==> src/rtl/reg_arb_pkg.sv <==
// Shared types and defaults for the register-bank arbiter.
// Holds the FSM state enum, default sizes and the index-width helper.
package reg_arb_pkg;

  typedef enum logic {
    IDLE  = 1'b0,
    GRANT = 1'b1
  } state_e;

  localparam int N_REQ_DEF    = 4;
  localparam int WIDTH_DEF    = 8;
  localparam int MAX_HOLD_DEF = 4;

  // Bits needed to index n items; never less than 1.
  function automatic int idx_w(input int n);
    return (n > 1) ? $clog2(n) : 1;
  endfunction

endpackage

==> src/rtl/reg_bank_arbiter_rr_pick.sv <==
// Combinational round-robin pick: first set req bit after owner.
// In: req, owner. Out: one-hot next, valid (any req set).
module rr_pick
  import reg_arb_pkg::*;
#(
  parameter int N_REQ = N_REQ_DEF
) (
  input  logic [N_REQ-1:0]            req,
  input  logic [idx_w(N_REQ)-1:0]     owner,
  output logic [N_REQ-1:0]            next,
  output logic                        valid
);

  localparam int IW = idx_w(N_REQ);

  logic [IW-1:0] k;

  // Scan owner+1 .. owner+N_REQ so the owner itself is checked last.
  always_comb begin
    next  = '0;
    valid = 1'b0;
    k     = '0;
    for (int i = 1; i <= N_REQ; i++) begin
      k = IW'((int'(owner) + i) % N_REQ);
      if (!valid && req[k]) begin
        next[k] = 1'b1;
        valid   = 1'b1;
      end
    end
  end

endmodule

==> src/rtl/reg_bank_arbiter.sv <==
// Round-robin arbiter writing one shared register from N requesters.
// Ports: clk, rst_n, req, D in; gnt, owner, busy, Q, nQ out.
module reg_bank_arbiter
  import reg_arb_pkg::*;
#(
  parameter int N_REQ    = N_REQ_DEF,
  parameter int WIDTH    = WIDTH_DEF,
  parameter int MAX_HOLD = MAX_HOLD_DEF
) (
  input  logic                      clk,
  input  logic                      rst_n,
  input  logic [N_REQ-1:0]          req,
  input  logic [N_REQ*WIDTH-1:0]    D,
  output logic [N_REQ-1:0]          gnt,
  output logic [idx_w(N_REQ)-1:0]   owner,
  output logic                      busy,
  output logic [WIDTH-1:0]          Q,
  output logic [WIDTH-1:0]          nQ
);

  localparam int IW = idx_w(N_REQ);
  localparam int HW = idx_w(MAX_HOLD + 1);

  state_e            state_q, state_d;
  logic [N_REQ-1:0]  gnt_q, gnt_d;
  logic [IW-1:0]     owner_q, owner_d;
  logic [HW-1:0]     hold_q, hold_d;
  logic [WIDTH-1:0]  q_q, q_d;

  logic [N_REQ-1:0]  pick;
  logic              pick_vld;
  logic [IW-1:0]     pick_idx;
  logic              own_req;
  logic              others;
  logic [WIDTH-1:0]  d_sel;

  rr_pick #(
    .N_REQ (N_REQ)
  ) u_pick (
    .req   (req),
    .owner (owner_q),
    .next  (pick),
    .valid (pick_vld)
  );

  always_comb begin
    pick_idx = '0;
    for (int i = 0; i < N_REQ; i++) begin
      if (pick[i]) pick_idx = IW'(i);
    end
  end

  assign own_req = req[owner_q];
  assign others  = |(req & ~gnt_q);
  assign d_sel   = D[int'(owner_q)*WIDTH +: WIDTH];

  always_comb begin
    state_d = state_q;
    gnt_d   = gnt_q;
    owner_d = owner_q;
    hold_d  = hold_q;
    q_d     = q_q;
    unique case (state_q)
      IDLE: begin
        if (pick_vld) begin
          state_d = GRANT;
          gnt_d   = pick;
          owner_d = pick_idx;
          hold_d  = '0;
        end
      end
      GRANT: begin
        if (!own_req) begin
          // Owner released: pick excludes it since its req is low.
          hold_d = '0;
          if (others) begin
            gnt_d   = pick;
            owner_d = pick_idx;
          end else begin
            state_d = IDLE;
            gnt_d   = '0;
          end
        end else begin
          q_d = d_sel;
          if (hold_q == HW'(MAX_HOLD - 1)) begin
            // This load reaches the hold limit.
            hold_d = '0;
            if (others) begin
              gnt_d   = pick;
              owner_d = pick_idx;
            end
          end else begin
            hold_d = hold_q + HW'(1);
          end
        end
      end
      default: begin
        state_d = IDLE;
        gnt_d   = '0;
      end
    endcase
  end

  always_ff @(posedge clk) begin
    if (!rst_n) begin
      state_q <= IDLE;
      gnt_q   <= '0;
      owner_q <= IW'(N_REQ - 1);
      hold_q  <= '0;
      q_q     <= '0;
    end else begin
      state_q <= state_d;
      gnt_q   <= gnt_d;
      owner_q <= owner_d;
      hold_q  <= hold_d;
      q_q     <= q_d;
    end
  end

  assign gnt   = gnt_q;
  assign owner = owner_q;
  assign busy  = (state_q == GRANT);
  assign Q     = q_q;
  assign nQ    = ~q_q;

endmodule

==> config.mk <==
export PLATFORM = sky130hd
export DESIGN_NAME = reg_bank_arbiter
export DESIGN_NICKNAME = d
export VERILOG_FILES = /design/src/rtl/reg_arb_pkg.sv /design/src/rtl/reg_bank_arbiter_rr_pick.sv /design/src/rtl/reg_bank_arbiter.sv
export SDC_FILE = /design/constraint.sdc
export NUM_CORES = 1
export LEC_CHECK = 0
export ABC_AREA = 1
export BUFFER_PORTS_ARGS = -buffer_cell sky130_fd_sc_hd__buf_2
export CAP_MARGIN = 20
export CORE_AREA = 2 2 58 60
export CTS_CLUSTER_SIZE = 30
export DETAILED_ROUTE_END_ITERATION = 16
export DIE_AREA = 0 0 60 62
export PLACE_DENSITY = 0.77
export SYNTH_ARGS = -nofsm -noshare
export SYNTH_HDL_FRONTEND = slang
export SYNTH_SLANG_ARGS = --single-unit
==> constraint.sdc <==
create_clock -name clk -period 4.85 [get_ports clk]
set_input_delay 0.485 -clock clk [delete_from_list [all_inputs] [get_ports clk]]
set_output_delay 0.485 -clock clk [all_outputs]
set_load 0.05 [all_outputs]
### After elaboration in Yosys (flattened, before gate mapping)

Cells that the tools add are included.

| cells by class | value |
|---|---|
| add/subtract/negate cells | 5 |
| $lt $le $gt $ge | 9 |
| eq/ne operators | 4 |
| shift operators | 1 |
| muxes and demuxes | 48 |
| bitwise gates (word level) | 7 |
| reductions and logical operators | 14 |

Operators with widths:

| operator | count |
|---|---|
| $mux W4 | 9 |
| $shiftx A32 B6 Y8 | 1 |
| $mux W1 | 17 |
| $lt A2 B3 Y1 const B | 5 |
| $mux W2 | 6 |
| $or A4 B4 Y4 | 3 |
| $bmux W1 S2 | 5 |
| $mux W3 | 3 |
| $demux W1 S2 | 4 |
| $ge A2 B1 Y1 const B | 4 |
| $not A8 Y8 | 1 |
| $pmux W4 S2 | 1 |
| $logic_and A1 B1 Y1 | 7 |
| $ne A3 B2 Y1 const B | 2 |
| $pmux W3 S2 | 1 |
| $add A2 B1 Y2 const B | 2 |
| $add A2 B2 Y2 const B | 2 |
| $and A4 B4 Y4 | 1 |
| $not A4 Y4 | 1 |
| $pmux W2 S2 | 1 |
| $reduce_and A2 Y1 | 2 |
| $reduce_or A4 Y1 | 1 |
| $add A3 B1 Y3 const B | 1 |
| $eq A3 B2 Y1 const B | 1 |
| 5 further kinds | 7 |

| word-level totals | value |
|---|---|
| register bits | 18 |
| bits of input ports | 38 |
| output and inout bits | 23 |
| word-level logic and storage cells | 93 |

### Longest topological paths before layout

Gate-level depths: netlist (run 1).

| logic depth | value |
|---|---|
| depth after elaboration | 20 |
| mapped depth | 16 |
| mapped depth without buffers | 14 |

### By module

A second synthesis (run 1) with hierarchy kept.

| second synthesis, totals | value |
|---|---|
| cell total of the unflattened synthesis | 249 |
| area, all modules | 1617.8 µm² |

Modules (own cells, without submodules):

| module | times used | cells an instance | area an instance (µm²) | seq. area each (µm²) |
|---|---|---|---|---|
| reg_bank_arbiter | 1 | 169 | 1166.1 | 360.3 |
| rr_pick | 1 | 80 | 451.7 | 0.0 |

### Least setup slack after synthesis (run 1)

OpenSTA, ideal clock, no wires.

| path | value |
|---|---|
| path type | reg-to-reg |
| from | reg owner_q[0], in the netlist owner[0] |
| to | reg owner_q[1], in the netlist owner[1] |
| library setup time | 0.116 ns |
| arrival time | 2.527 ns |
| data required time | 4.734 ns |
| setup slack | 2.207 ns |
| stages on the path, launching flop included | 15 |
| buffers on the path | 2 |
| period minus slack after synthesis | 2.643 ns |
| cells stage by stage | dfxtp_1 inv_2 buf_6 clkbuf_1 ha_1 inv_1 nand3_2 nand2_4 nand2_2 nor2_2 nand3_2 nand3_2 inv_2 o21ai_1 nand2_1 |

| on the way | value |
|---|---|
| longest elaborated chain between the ends | 19 |
| elaborated cells between the ends (all ways) | 61 |
| classes of those cells | 4 x add/sub; 8 x order compare; 2 x eq/ne; 33 x mux; 3 x bitwise; 11 x reduce/logical |

RTL lines:

| what | line | RTL |
|---|---|---|
| from (decl) | reg_bank_arbiter.sv:26 | `logic [IW-1:0] owner_q, owner_d;` |
| from (signal assigned) | reg_bank_arbiter.sv:108 | `owner_q <= IW'(N_REQ - 1);` |
| from (signal assigned) | reg_bank_arbiter.sv:114 | `owner_q <= owner_d;` |
| branches (longest 19 deep; another with $lt A2 B3 Y1) | -- |  |

Parallel ways; which one is timed is not known. The select of a mux whose other input is x is not followed.
A chain may end at the register's enable or synchronous reset.

### Worst setup path after layout (run 1)

| path | value |
|---|---|
| from | reg owner_q[0], in the netlist owner[0] |
| to | reg owner_q[0], in the netlist owner[0] |

| on the way | value |
|---|---|
| longest elaborated chain between the ends | 20 |
| elaborated cells between the ends (all ways) | 62 |
| classes of those cells | 4 x add/sub; 8 x order compare; 2 x eq/ne; 34 x mux; 3 x bitwise; 11 x reduce/logical |

RTL lines:

| what |
|---|
| branches (longest 20 deep; another with $lt A2 B3 Y1) |

Parallel ways; which one is timed is not known. The select of a mux whose other input is x is not followed.

==> flow_summary.ini, run 1 <==
[global_routing]
gr-total-overflow = 0
grt_pass1_wl_um = 5810
grtUsageTotal_pct = 20.2
grt_start_max_net_pins = 30
grt_antenna_before_repair = 0
grt_pass1_vias = 1353

[clock_network]
clock_tree.root_cell = clkbuf_4
clock-sinks = 18
h-tree-depth = 1
cts_tree = done
hold_buffers = 0
clkLatencyLatePin_ps = 300
clock_tree.buffer_depth = 2
numCtsBuffers = 3
post_cts.repair.setup_buffers = 0
cts-resized-gates = 0
path_clk_slew_ps = 110

[pwr]
ir_drop_mv = 0.334
power.static_leakage_uw = 0.000919
p_per_area_mw_per_mm2 = 715
p_total_uw = 1260

[hold_path]
min_from = hold_q[2]$_SDFFE_PN0P_
holdPathStages = 2
min_path_type = reg -> reg
min_delay_worst_endpoint = hold_q[2]$_SDFFE_PN0P_

[sta]
timing.setup.tns_ps = 0
slew_violations = 0
hold_ws_ps = 457
period_share_pct = 59.2
grt_setup_unrepaired = false
fmax_ghz = 0.348
tightest_slew_ps = 935
hold_viol = 0
maxSlewHeadroom_pct = 37.6
period_needed_ps = 2870
setup_viol = 0
fin_skew_ps = 11.1

[drt]
post-route-drc-count = 0
wire_per_inst_um = 11.2
via_per_inst = 5.04
vias = 1667
drtIter0Drc = 125
ant_nets = 0
firstDrtPassIters = 4
postRouteWirelength_um = 3710

[flow_run]
cap_violations = 0

[worst_setup_path]
reg2reg_from = owner[0]$_SDFFE_PN1P_
crit_arrival_ps = 3070
critPathCaptureType = flop
cp_slowest_cell = dfxtp_1
worstPathMaxFanout = 29
critPathRequiredTime_ps = 5050
crit_path_frequent_cell = nand2_1
cp_cell_sequence = inv_2, ha_1, inv_1, nand3_2, nand2_4, nand2_2, nor2_1, nand2_1, nand2_1, nor2_1, nand2_1, nand2_1, nand2_1, nand2_1
ff2ff_path_depth = 14
crit_cells = 14
critPathBufInv = 2
critPathLaunchType = flop
crit_path_max_incr_delay_ps = 950
path_class = reg -> reg
path_delay_family = flip-flops
r2r_slack_ps = 1980
reg2reg_to = owner[0]$_SDFFE_PN1P_

[synthesis]
seq_area_frac_synth_pct = 25.6
synth_nets = 276
syn-instance-count = 229
synth_area_per_cell_um2 = 6.14
netlist_area_mm2 = 0.00141
synth_cell_type_count = 21
ys_seq_elements = 18
synth_warnings = 0

[finish]
fin_nets = 333
fillerInstances = 319
postLayoutCellArea_mm2 = 0.00176
antenna_cells = 0
layout-drive-gt1-share_pct = 28.4
syn2layout_area_growth_pct = 25.1

[floorplan]
placementRows = 21
pin_count = 61
die_height_um = 62
die_area_mm2 = 0.00372
die_x_um = 60
core_area_mm2 = 0.00318
start_util_pct = 44.2

[placement]
placed_area_mm2 = 0.00172
dp_hpwl_um = 2940
port_buffers = 60
gp_congestion = 0.935

[run_status]
status = finished, final reports clean
## cell usage after synthesis
cell | number | area [um2]
a21oi_1 | 16 | 80.1
buf_2 | 3 | 15.0
buf_6 | 1 | 11.3
clkbuf_1 | 4 | 15.0
clkinv_1 | 1 | 3.75
dfxtp_1 | 18 | 360
ha_1 | 9 | 113
inv_1 | 22 | 82.6
inv_2 | 5 | 18.8
nand2_1 | 52 | 195
nand2_2 | 2 | 12.5
nand2_4 | 1 | 11.3
nand3_1 | 17 | 85.1
nand3_2 | 6 | 60.1
nand4_1 | 1 | 6.26
nor2_1 | 28 | 105
nor2_2 | 3 | 18.8
nor3_1 | 1 | 5.00
o21ai_0 | 25 | 125
o21ai_1 | 4 | 20.0
o22ai_1 | 10 | 62.6
## power breakdown
group	internal [uW]	switching, uW
logic	250	642
registers	199	72.8
clock network	45.8	48.7
total	494	764
## worst register-to-register path, cell delays in order (launching register included)
cell	delay, ps
dfxtp_1	950
inv_2	390
ha_1	460
inv_1	120
nand3_2	150
nand2_4	130
nand2_2	70
nor2_1	130
nand2_1	80
nand2_1	80
nor2_1	40
nand2_1	50
nand2_1	40
nand2_1	50
nand2_1	40
## per-layer routing
layer  track usage [%]  up-vias  routed length (um)
met5                 0        -                   0
met4              6.03        0                  51
met3              3.73        6                 266
met2              34.6       62                1770
met1              25.8      734                1620
li1                  -      865                   -
## sequential cells by signal, summed over array words and instances (netlist names)
signal / count
busy: 1
Q: 8
hold_q: 3
gnt: 4
owner: 2
## worst max path at each step
stage                                     start               endpoint  slack (ps)
after floorplan           owner[0]$_SDFFE_PN1P_  owner[1]$_SDFFE_PN1P_        2210
after global placement    owner[0]$_SDFFE_PN1P_  owner[0]$_SDFFE_PN1P_        2140
after detailed placement  owner[0]$_SDFFE_PN1P_    gnt[2]$_SDFFE_PN0P_        1980
after CTS                 owner[0]$_SDFFE_PN1P_    gnt[2]$_SDFFE_PN0P_        1990
after global routing      owner[0]$_SDFFE_PN1P_  owner[1]$_SDFFE_PN1P_        1660
final                     owner[0]$_SDFFE_PN1P_  owner[0]$_SDFFE_PN1P_        1980
## cell usage in the layout, fill, tap and decap left out, types with 5 or more instances in the layout
cell type	count
buf_2	60
nand2_1	52
nor2_1	28
o21ai_0	25
inv_1	22
dfxtp_1	18
nand3_1	17
a21oi_1	16
o22ai_1	10
ha_1	9
nand3_2	6
inv_2	5
## area by class of cell
class	instances	area (um2)	share of cell area, %
multi-input cells	175	900	51.1
repair buffers	60	300	17.1
clock buffers	4	36.3	2.06
well taps	46	57.6	3.27
inverters	28	105	5.97
flip-flops and latches	18	360	20.5
## cells by family (layout without fill, tap and decap cells)
group / Yosys count / count (layout) / share of synthesized area (%)
compound gates: 55 / 55 / 20.5
simple gates: 111 / 111 / 35.5
buf+inv: 36 / 92 / 10.4
fa+ha+maj: 9 / 9 / 8.01
flops: 18 / 18 / 25.6
## per-stage QoR
step / worst slack [ps] / instances / util (%)
floorplan: 2210 / 229 / -
global placement: 2140 / 327 / 54.2
detailed placement: 1980 / 327 / 54.2
CTS: 1990 / 331 / 55.3
global route: 1660 / 331 / 55.3
finish: 1980 / 331 / 55.3
Power figures use the tool's default switching activity.
==> run 2: changes to the inputs <==
--- a/config.mk
+++ b/config.mk
@@ -5,14 +5,14 @@
 export SDC_FILE = /design/constraint.sdc
 export NUM_CORES = 1
 export LEC_CHECK = 0
-export ABC_AREA = 1
+export ABC_AREA = 0
 export BUFFER_PORTS_ARGS = -buffer_cell sky130_fd_sc_hd__buf_2
 export CAP_MARGIN = 20
-export CORE_AREA = 2 2 58 60
+export CORE_AREA = 2 2 61 63
 export CTS_CLUSTER_SIZE = 30
 export DETAILED_ROUTE_END_ITERATION = 16
-export DIE_AREA = 0 0 60 62
-export PLACE_DENSITY = 0.77
+export DIE_AREA = 0 0 63 65
+export PLACE_DENSITY = 0.74
 export SYNTH_ARGS = -nofsm -noshare
 export SYNTH_HDL_FRONTEND = slang
 export SYNTH_SLANG_ARGS = --single-unit
==> constraint.sdc (replaced) <==
create_clock -name clk -period 2.3 [get_ports clk]
set_input_delay 0.23 -clock clk [delete_from_list [all_inputs] [get_ports clk]]
set_output_delay 0.23 -clock clk [all_outputs]
set_load 0.05 [all_outputs]
==> run 2 against run 1 <==
Against the previous run: worst hold slack worse by 220 ps; maximum frequency is 29% higher; cell area increased by 6.4%; flip-flop and latch count unchanged; clock skew is 9.9 ps lower; cell count is 21% lower; largest cell class unchanged.
==> flow_summary.ini, run 2 <==
[run_status]
status = finished, final reports clean

[clock_network]
clock_tree.root_cell = clkbuf_4
hold_buffers = 0
clock_tree.buffer_depth = 2
numCtsBuffers = 3
h-tree-depth = 1
post_cts.repair.setup_buffers = 0
cts-resized-gates = 0
path_clk_slew_ps = 100
clock-sinks = 18
cts_tree = done
clkLatencyLatePin_ps = 290

[sta]
period_share_pct = 96.6
grt_setup_unrepaired = true
fmax_ghz = 0.450
hold_ws_ps = 234
slew_violations = 0
hold_viol = 0
layout_setup_ws_ps = 78.4
fin_skew_ps = 1.19
tightest_slew_ps = 590
setup_viol = 0
maxSlewHeadroom_pct = 59.6
period_needed_ps = 2220

[drt]
via_per_inst = 5.24
vias = 1372
drtIter0Drc = 52
firstDrtPassIters = 5
ant_nets = 0
wire_per_inst_um = 13.4
postRouteWirelength_um = 3500
post-route-drc-count = 0

[finish]
fillerInstances = 337
multiInputGateArea_um2 = 988
syn2layout_area_growth_pct = 32.5
layout_commonest_cell = buf_2
most-common-layout-cells = buf_2, dfxtp_1, nor2_1, inv_1, nand2_1
ff_latch_area_um2 = 368
fin_nets = 262
antenna_cells = 0
final_cells = 262
largest_register_ffs = 8
layout-drive-gt1-share_pct = 43.5

[synthesis]
seq_area_frac_synth_pct = 25.5
synth.most_common_cell = dfxtp_1
yosys.area.top_type = dfxtp_1
ys_top_cells_by_count = dfxtp_1, nor2_1, inv_1
synth_cell_type_count = 31
synthTopCellsByArea = dfxtp_1, mux4_2, ha_1, mux2i_1, nor2_1
synth_flop_cell = dfxtp_1
synth_area_per_cell_um2 = 9.48
synth_warnings = 0
synth_enable_flop_cells = 0
netlist_area_mm2 = 0.00141
synth_nets = 196
async_flop_share_pct = 0
synth_top_area_share_pct = 25.5
ys_seq_elements = 18
syn-instance-count = 149

[worst_setup_path]
critPathCaptureType = flop
cp_cell_sequence = buf_4, mux2_2, and3_1, a2111oi_0, o21ai_1, o32a_1
reg2reg_from = owner[0]$_SDFFE_PN1P_
crit_arrival_ps = 2410
critPathLaunchType = flop
critPathRequiredTime_ps = 2490
worstPathMaxFanout = 13
crit_start = owner[0]$_SDFFE_PN1P_
cp_slowest_cell = dfxtp_4
path_class = reg -> reg
crit_path_max_incr_delay_ps = 430

[global_routing]
grt_pass1_wl_um = 5560
grt_start_max_net_pins = 21
gr-total-overflow = 0
grt_antenna_before_repair = 0
grt_pass1_vias = 1193
grtUsageTotal_pct = 17.1

[flow_run]
cap_violations = 0

[pwr]
p_per_area_mw_per_mm2 = 1200
ir_drop_mv = 0.545
power.static_leakage_uw = 0.000891

[floorplan]
core_area_mm2 = 0.00350
start_util_pct = 40.4
die_height_um = 65
pin_count = 61
die_x_um = 63
die_area_mm2 = 0.00410
placementRows = 22

[placement]
gp_congestion = 0.901
post-place-cells = 258
dp_hpwl_um = 2800
port_buffers = 60
pre_cts_ws_ps = 97.3

[hold_path]
min_path_type = in -> reg
min_from = rst_n
## run 2: layout make-up
class	count	area share, %
sequential	18	19.7
clock buffer	3	1.20
clock inverter	1	0.201
inverter	14	3.21
tap	48	3.21
multi-input combinational	111	52.8
timing repair buffer	67	19.7
## run 2: report_power, final
part | internal, uW | switching [uW]
combinational | 669 | 955
sequential | 398 | 73.8
clock | 63.1 | 93.5
## run 2: per-layer routing
layer  wire, um  share of wire (%)  GRT usage, %  up-vias
met5          0                  0             0        -
met2       1850                 53          29.7       29
met3        119                3.4          3.82        2
li1           -                  -             -      672
met1       1520                 43          22.1      669
met4          8               0.23          3.06        0
## run 2: logic make-up (layout without fill, tap and decap cells)
group	Yosys count	after routing	synth area share [%]
AND/OR/NAND/NOR	53	53	19.4
buffers and inverters	20	85	5.93
AO/OA/AOI/OAI	24	24	12.7
adder cells (fa/ha/maj)	9	9	7.97
flip-flops	18	18	25.5
multiplexers	25	25	28.5
## run 2: worst max-delay path, delay by kind of cell (launching register included)
family          cells  cell delay [ps]
simple gates        1              180
flops               1              430
compound gates      3              910
mux                 1              380
buf+inv             1              200
## run 2: final timing paths
check                          endpoint  slack [ps]  cells after the start
setup reg to reg  owner[1]$_SDFFE_PN1P_          80                      6
hold reg to reg     gnt[0]$_SDFFE_PN0P_         500                      2
hold / removal          busy$_SDFF_PN0_         230                      2
setup / recovery  owner[1]$_SDFFE_PN1P_          80                      6
## run 2: stage by stage
stage / power, uW / TNS [ps] / area [um2] / util (%)
3_3_place_gp: 2060 / 0 / 1830 / 52.5
2_1_floorplan: 1740 / -365 / 1460 / -
3_5_place_dp: 2070 / 0 / 1830 / 52.5
5_1_grt: 2400 / -17.8 / 1870 / 53.5
4_1_cts: 2230 / 0 / 1860 / 53.2
6_report: 2250 / 0 / 1870 / 53.5
==> run 3: changes to the inputs <==
--- a/config.mk
+++ b/config.mk
@@ -13,6 +13,7 @@
 export DETAILED_ROUTE_END_ITERATION = 16
 export DIE_AREA = 0 0 63 65
 export PLACE_DENSITY = 0.74
+export SETUP_SLACK_MARGIN = 0.4
 export SYNTH_ARGS = -nofsm -noshare
 export SYNTH_HDL_FRONTEND = slang
 export SYNTH_SLANG_ARGS = --single-unit
==> run 3 against run 2 <==
Against the previous run: clock power grew 6%; clock skew grew 5.0 ps; cell area grew 3.9%; sequential power grew 0.8%; combinational power grew 9.9%; non-clock buffer count grew 9; highest routed layer unchanged; critical path depth grew 1; sequential share of layout area shrank 0.73 points; first-iteration DRC count grew 17%.
==> flow_summary.ini, run 3 (same netlist as run 2, synthesis figures left out) <==
[hold_path]
min_path_type = in -> reg
holdPathStages = 2
min_from = rst_n
min_delay_worst_endpoint = busy$_SDFF_PN0_

[clock_network]
path_clk_slew_ps = 100
clock-sinks = 18
clock_tree.buffer_depth = 2
clock_tree.root_cell = clkbuf_4
numCtsBuffers = 3
clkLatencyLatePin_ps = 300
cts_tree = done
h-tree-depth = 1

[global_routing]
grtUsageTotal_pct = 17.5
gr-total-overflow = 0
grt_pass1_wl_um = 5550
grt_antenna_before_repair = 0
grt_pass1_vias = 1140
grt_start_max_net_pins = 13

[pwr]
power.static_leakage_uw = 0.000932
p_per_area_mw_per_mm2 = 1250
ir_drop_mv = 0.466
p_total_uw = 2430

[drt]
via_per_inst = 5.14
firstDrtPassIters = 4
drtIter0Drc = 61
postRouteWirelength_um = 3720
ant_nets = 0
wire_per_inst_um = 13.7
post-route-drc-count = 0
vias = 1392

[sta]
period_needed_ps = 2180
tightest_slew_ps = 527
fin_skew_ps = 6.18
setup_viol = 0
slew_violations = 0
hold_ws_ps = 229
period_share_pct = 94.8
layout_setup_ws_ps = 119
hold_viol = 0
maxSlewHeadroom_pct = 64.0
fmax_ghz = 0.458
grt_setup_unrepaired = true

[worst_setup_path]
reg2reg_from = owner[0]$_SDFFE_PN1P_
critPathLaunchType = flop
worstPathMaxFanout = 6
crit_path_max_incr_delay_ps = 410
ff2ff_path_depth = 7
cp_slowest_cell = dfxtp_4
reg2reg_to = owner[0]$_SDFFE_PN1P_
crit_arrival_ps = 2380
cp_cell_sequence = inv_8, ha_4, mux4_2, buf_4, a2111oi_2, o21ai_2, o32a_1
critPathRequiredTime_ps = 2500
path_class = reg -> reg
critPathCaptureType = flop
r2r_slack_ps = 120

[floorplan]
die_height_um = 65
die_x_um = 63
pin_count = 61
core_area_mm2 = 0.00350
start_util_pct = 40.4
placementRows = 22
die_area_mm2 = 0.00410

[placement]
pre_cts_ws_ps = 113
port_buffers = 60
dp_hpwl_um = 2840
gp_congestion = 0.909
post-place-cells = 259

[finish]
layout-drive-gt1-share_pct = 47.1
most-common-layout-cells = buf_2, dfxtp_1, nor2_1, nand2_1, buf_4
syn2layout_area_growth_pct = 37.6
antenna_cells = 0
layout_commonest_cell = buf_2
final_cells = 271
largest_register_ffs = 8
fillerInstances = 329
fin_util_pct = 55.6
fin_nets = 271

[flow_run]
cap_violations = 0

[run_status]
status = finished, final reports clean
run 3: final cells by class:
class                   instances  area, um2  share of cell area, %
inverters                      14       60.1                   3.09
well taps                      48       60.1                   3.09
clock buffers                   4       26.3                   1.35
multi-input cells             111        998                   51.4
repair buffers                 76        432                   22.2
flip-flops and latches         18        368                   18.9
run 3: power breakdown:
group	total, uW	leakage [uW]	switching (uW)	internal (uW)
clock	166	0.0000150	98.5	67.7
sequential	475	0.000148	77.7	398
combinational	1780	0.000769	1010	777
total	2430	0.000932	1180	1240
run 3: metrics by stage:
stage | setup TNS [ps] | area, um2
2_1_floorplan | -365 | 1460
3_3_place_gp | 0 | 1830
3_5_place_dp | 0 | 1830
4_1_cts | 0 | 1900
5_1_grt | 0 | 1940
6_report | 0 | 1940
run 3: what timing repair did:
action / CTS / global route
pin swaps: 3 / 4
gates resized for setup: 4 / 5
endpoints found under the setup margin: 15 / 15
endpoints found under the hold margin: 0 / 0
hold buffers: 0 / 0
buffers inserted: 4 / 4
run 3: worst max-delay path by stage:
stage / start / to / slack (ps) / depth (start not counted)
final: owner[0]$_SDFFE_PN1P_ / owner[0]$_SDFFE_PN1P_ / 120 / 7
after global routing: owner[0]$_SDFFE_PN1P_ / owner[0]$_SDFFE_PN1P_ / 30 / 8
after CTS: owner[0]$_SDFFE_PN1P_ / owner[1]$_SDFFE_PN1P_ / 150 / 7
after detailed placement: owner[0]$_SDFFE_PN1P_ / owner[0]$_SDFFE_PN1P_ / 110 / 8
after global placement: owner[0]$_SDFFE_PN1P_ / owner[0]$_SDFFE_PN1P_ / 130 / 8
after floorplan: owner[0]$_SDFFE_PN1P_ / owner[0]$_SDFFE_PN1P_ / -160 / 10
run 3: critical path: cells and delay by family (launching register included):
| family | cells | cell delay, ps |
|---|---|---|
| buf+inv | 2 | 220 |
| mux | 1 | 390 |
| compound gates | 3 | 770 |
| flops | 1 | 410 |
| fa+ha+maj | 1 | 290 |
run 3: per-layer routing:
| layer | share of wire (%) | global-route usage [%] | vias to the layer above | routed length, um |
|---|---|---|---|---|
| met5 | 0 | 0 | - | 0 |
| met4 | 1.2 | 5.83 | 0 | 44 |
| met3 | 6.9 | 2.95 | 5 | 257 |
| met2 | 48 | 26.9 | 52 | 1790 |
| met1 | 44 | 24.9 | 644 | 1620 |
| li1 | - | - | 691 | - |
